### config.mk
export PLATFORM = sky130hd
export DESIGN_NAME = sys_output_scanner
export DESIGN_NICKNAME = d
export VERILOG_FILES = /design/src/rtl/sys_output_scanner.sv
export SDC_FILE = /design/constraint.sdc
export NUM_CORES = 1
export LEC_CHECK = 0
export BUFFER_PORTS_ARGS = -buffer_cell sky130_fd_sc_hd__buf_4
export CORE_UTILIZATION = 38
export DETAILED_ROUTE_END_ITERATION = 12
export PLACE_DENSITY = 0.71
export SLEW_MARGIN = 20
export SYNTH_ARGS = -nofsm -noshare
export SYNTH_HDL_FRONTEND = slang
export SYNTH_SLANG_ARGS = --single-unit
### constraint.sdc
create_clock -name SYS_clk -period 3.3 [get_ports SYS_clk]
set_input_delay 0.495 -clock SYS_clk [delete_from_list [all_inputs] [get_ports SYS_clk]]
set_output_delay 0.495 -clock SYS_clk [all_outputs]
set_load 0.05 [all_outputs]
### src/rtl/sys_output_scanner.sv
// sys_output_scanner: sweeps SYS_output_sel through every debug view of
// `system`, lets SYS_leds settle, captures each view and hands it to a
// board-side consumer as a valid/ready word stream.
module sys_output_scanner #(
  parameter int SEL_COUNT     = 8,   // views swept: 0..SEL_COUNT-1 (1..8)
  parameter int SETTLE_CYCLES = 2,   // cycles select is held before sampling (1..15)
  parameter int DATA_W        = 27
) (
  input  logic              SYS_clk,
  input  logic              SYS_reset,
  input  logic              SCN_start,
  input  logic              SCN_continuous,
  output logic [7:0]        SYS_output_sel,
  input  logic [DATA_W-1:0] SYS_leds,
  output logic              SCN_valid,
  input  logic              SCN_ready,
  output logic [2:0]        SCN_sel,
  output logic [DATA_W-1:0] SCN_data,
  output logic              SCN_busy,
  output logic              SCN_done
);

  localparam logic [2:0] SEL_LAST = 3'(SEL_COUNT - 1);
  localparam logic [3:0] CNT_LAST = 4'(SETTLE_CYCLES - 1);

  typedef enum logic [1:0] {
    IDLE    = 2'd0,
    SETTLE  = 2'd1,
    PRESENT = 2'd2
  } state_t;

  state_t              state, state_n;
  logic [2:0]          sel, sel_n;
  logic [3:0]          cnt, cnt_n;
  logic                valid_n;
  logic [2:0]          scn_sel_n;
  logic [DATA_W-1:0]   data_n;
  logic                done_n;

  // The select into `system` is just the current view index; upper bits unused.
  assign SYS_output_sel = {5'b0, sel};
  assign SCN_busy       = (state != IDLE);

  // State and all stream outputs are registered, so SCN_ready never reaches
  // an output combinationally.
  always_ff @(posedge SYS_clk) begin
    if (SYS_reset) begin
      state     <= IDLE;
      sel       <= 3'd0;
      cnt       <= 4'd0;
      SCN_valid <= 1'b0;
      SCN_sel   <= 3'd0;
      SCN_data  <= '0;
      SCN_done  <= 1'b0;
    end else begin
      state     <= state_n;
      sel       <= sel_n;
      cnt       <= cnt_n;
      SCN_valid <= valid_n;
      SCN_sel   <= scn_sel_n;
      SCN_data  <= data_n;
      SCN_done  <= done_n;
    end
  end

  // Next-state logic: hold everything by default, done is a pulse.
  always_comb begin
    state_n   = state;
    sel_n     = sel;
    cnt_n     = cnt;
    valid_n   = SCN_valid;
    scn_sel_n = SCN_sel;
    data_n    = SCN_data;
    done_n    = 1'b0;
    case (state)
      IDLE: begin
        if (SCN_start) begin
          sel_n   = 3'd0;
          cnt_n   = 4'd0;
          state_n = SETTLE;
        end
      end
      SETTLE: begin
        // Capture on the SETTLE_CYCLES-th edge after the select changed.
        if (cnt == CNT_LAST) begin
          data_n    = SYS_leds;
          scn_sel_n = sel;
          valid_n   = 1'b1;
          state_n   = PRESENT;
        end else begin
          cnt_n = cnt + 4'd1;
        end
      end
      PRESENT: begin
        if (SCN_valid && SCN_ready) begin
          valid_n = 1'b0;
          cnt_n   = 4'd0;
          if (sel == SEL_LAST) begin
            done_n = 1'b1;
            // Continuous mode is only looked at here, at the end of a sweep.
            if (SCN_continuous) begin
              sel_n   = 3'd0;
              state_n = SETTLE;
            end else begin
              state_n = IDLE;
            end
          end else begin
            sel_n   = sel + 3'd1;
            state_n = SETTLE;
          end
        end
      end
      default: state_n = IDLE;
    endcase
  end

endmodule

==> impl_metrics.json <==
{
  "antenna_violating_nets_post_route": 0,
  "power.clock.fraction_pct": 31.8,
  "pwr-share-comb_pct": 16.7,
  "ff_latch_area_um2": 820.8,
  "critical_path.endpoint_type": "output pin",
  "synth_mux_area_share_pct": 0,
  "effective_utilization_at_floorplan_pct": 40.78,
  "instances_no_fill": 324,
  "post_route_cells_drive_above_1_share_pct": 29.78,
  "finalHoldWorstSlack_ns": 0.4710,
  "cts.sink_count": 41,
  "areaGrowthSynthToFinish_pct": 29.84,
  "placedCellCount": 317,
  "synth-seq-area-share_pct": 44.69,
  "pre_cts_slack_ns": 1.375,
  "nNetsFinal": 308,
  "layout.filler_cells": 457,
  "mostFrequentLayoutCell": "buf_4",
  "netlist_instances": 215,
  "critPathBufInv": 2,
  "fmaxAchievable_ghz": 0.4723,
  "post_synth_instance_area_mm2": 0.001837,
  "number_of_global_route_vias_before_repair": 1608,
  "maximum_fanout_count_along_the_critical_path": 22,
  "drc_markers": 0,
  "critical-path-max-stage-delay_ns": 0.64,
  "yosys_warnings": 0,
  "cap_viol_max_count": 0,
  "synth_top_family_by_area": "compound AO/OA/AOI/OAI gates",
  "route.detailed.vias_per_inst": 5.346,
  "floorplan_die_height_um": 71.53,
  "worst_ep_required_time_ns": 2.80,
  "netSwitchingFraction_pct": 27.81,
  "insertion_delay_ns": 0.29,
  "synth-seq-cells": 41,
  "static_leakage_nw": 1.005,
  "post-dp-hpwl_um": 3060,
  "post_cts_resize_count": 0,
  "synth_fa_ha_area_share_pct": 2.725,
  "layout_setup_ws_ns": 1.183,
  "switching_power_w": 0.0002833,
  "worst_max_slew_pin_slew_ns": 0.7136,
  "clk_buf_depth": 2,
  "core.rowCount": 24,
  "crit_top_cell": "buf_4",
  "status": "completed",
  "most-common-layout-cells": "buf_4, dfxtp_1, nand3_1",
  "clock_tree.root_cell": "clkbuf_8",
  "post_synth_num_cell_types": 39,
  "final.setup_skew_ns": 0.005433,
  "power_report.internal_total_w": 0.0007353,
  "hold_viol": 0,
  "multiInputGateArea_um2": 868.3,
  "seq_power_share_pct": 51.4,
  "routed_wire_length_per_instance_um": 13.65,
  "routed_wirelength_um": 4422,
  "cts_tree": "done",
  "timing.final.crit_share_pct": 64.16,
  "htree_num_levels": 2,
  "cts_buffers": 5,
  "sum_of_internal_switching_and_leakage_power_w": 0.001019,
  "timing.final.setup_violations": 0,
  "maximum_number_of_pins_on_one_net_before_global_route_repair": 42,
  "initial_antenna_violation_count": 0,
  "finalWeightedCongestion": 0.7881,
  "grt.total_usage_pct": 17.52,
  "first_pass_iters": 4,
  "first_pass_grt_wire_length_um": 7155,
  "worst_hold_startpoint": "SYS_leds[9]",
  "critPathLaunch": "state[1]$_SDFFE_PP0P_",
  "pwr_density_cell_mw_per_mm2": 427.1,
  "totalNegativeSetupSlack_ns": 0,
  "timing.final.crit_period_ns": 2.117,
  "cp_data_arrival_time_ns": 1.62,
  "postCtsSetupRepairBufs": 0,
  "critical_path.slowest_cell": "dfxtp_1",
  "synth-compound-area-share_pct": 22.96,
  "crit_path_cell_trace": "buf_4 -> or2_2 -> buf_4",
  "cpLargestDelayFamily": "flip-flops",
  "die_area_mm2": 0.005116,
  "yosys.area_share.xor_xnor_pct": 0,
  "slew_violations": 0,
  "synthesized_area_fraction_occupied_by_and_or_nand_nor_cells_pct": 20.57,
  "cts_hold_buf": 0,
  "grt-ovfl-total": 0,
  "design.core.area_mm2": 0.004504,
  "criticalPathCategory": "flop to output pin",
  "timing.rr.start": "state[1]$_SDFFE_PP0P_",
  "syn-mean-instance-area_um2": 8.543,
  "max_slew_margin_pct": 52.43,
  "rsz0062_at_grt": "no",
  "drtIter0Drc": 88,
  "cts.clk_slew.worst_paths_ns": 0.07,
  "worstSetupStartpointType": "flop",
  "peakVddDrop_mv": 0.2409,
  "place.port_buffers": 67,
  "num_io_pins": 73,
  "die-width_um": 71.53,
  "dr_total_vias": 1732,
  "antenna_cell_count": 0,
  "min_path_type": "primary input to flop"
}
## power by group through the flow
stage                     sequential (W)  combinational (W)  clock [W]
after global placement          0.000535           0.000170          0
after floorplan                 0.000566          0.0000864          0
after global routing            0.000526           0.000182   0.000354
after detailed placement        0.000535           0.000171          0
after CTS                       0.000524           0.000171   0.000334
final                           0.000524           0.000170   0.000324
## tightest hold or removal path, cell delays in order
cell     delay [ns]
buf_4          0.11
nand3_1        0.05
a21oi_1        0.06
## layer usage
layer / wire length [µm] / vias up / global-route usage (%)
met5: 0 / - / 0
met4: 33 / 0 / 4.575
met3: 271 / 4 / 5.767
met2: 2046 / 54 / 29.31
met1: 2071 / 797 / 21.84
li1: - / 877 / -
## Yosys cell counts
cell	instances	share of area [%]
dfxtp_1	41	45
nand3_1	36	9.8
a21oi_1	32	8.7
o21ai_0	30	8.2
buf_4	12	4.9
clkbuf_1	10	2.0
ha_1	4	2.7
inv_1	4	0.82
nand2_1	4	0.82
nor2b_1	4	1.4
nand4_1	3	1.0
nor2_1	3	0.61
o21ai_1	3	0.82
and3_1	2	0.68
nand2b_1	2	0.68
o311ai_0	2	0.95
a22oi_1	1	0.41
a311oi_1	1	0.48
a31oi_1	1	0.34
a41oi_1	1	0.48
and2b_1	1	0.41
and4b_1	1	0.54
and4bb_2	1	0.68
buf_2	1	0.27
buf_6	1	0.61
clkinv_1	1	0.20
conb_1	1	0.20
nand3b_1	1	0.41
nand4b_1	1	0.48
nand4b_4	1	1.3
nand4bb_1	1	0.61
o211ai_1	1	0.41
o21ai_4	1	0.89
o21bai_1	1	0.41
o221ai_1	1	0.48
o31ai_1	1	0.41
or2_2	1	0.34
or3_1	1	0.34
or3b_2	1	0.48
## area by class of cell
class | count | share of cell area [%]
multi-input combinational | 149 | 36.41
inverter | 5 | 0.7870
clock buffer | 7 | 3.620
timing repair buffer | 70 | 22.04
tap | 52 | 2.728
sequential | 41 | 34.42
## registers in the layout, indices dropped and copies added, names as in the netlist
register   cells
sel            3
SCN_sel        3
cnt            4
SCN_data      27
SCN_done       1
state          2
SCN_valid      1
## cell families after synthesis
| family | after synthesis |
|---|---|
| buffers and inverters | 29 |
| AOI/OAI and AO/OA | 76 |
| adders and majority gates | 4 |
| DFF | 41 |
| other | 1 |
| and+or+nand+nor | 64 |
## per-stage QoR
step                      util, %  area, µm²
after CTS                   52.94       2385
after global routing        52.94       2385
after detailed placement    51.03       2298
final                       52.94       2385
after floorplan                 -       1852
after global placement      51.03       2298
## path summary, 6_finish.rpt
check,to,slack (ns),cells past startpoint
setup reg to reg,sel[2]$_SDFFE_PP0P_,1.37,3
hold / removal,SCN_data[9]$_SDFFE_PP0P_,0.47,3
setup / recovery,SCN_busy,1.18,3
hold reg to reg,SCN_data[11]$_SDFFE_PP0P_,0.48,2
Note: power is estimated with default switching activity, not from simulation.
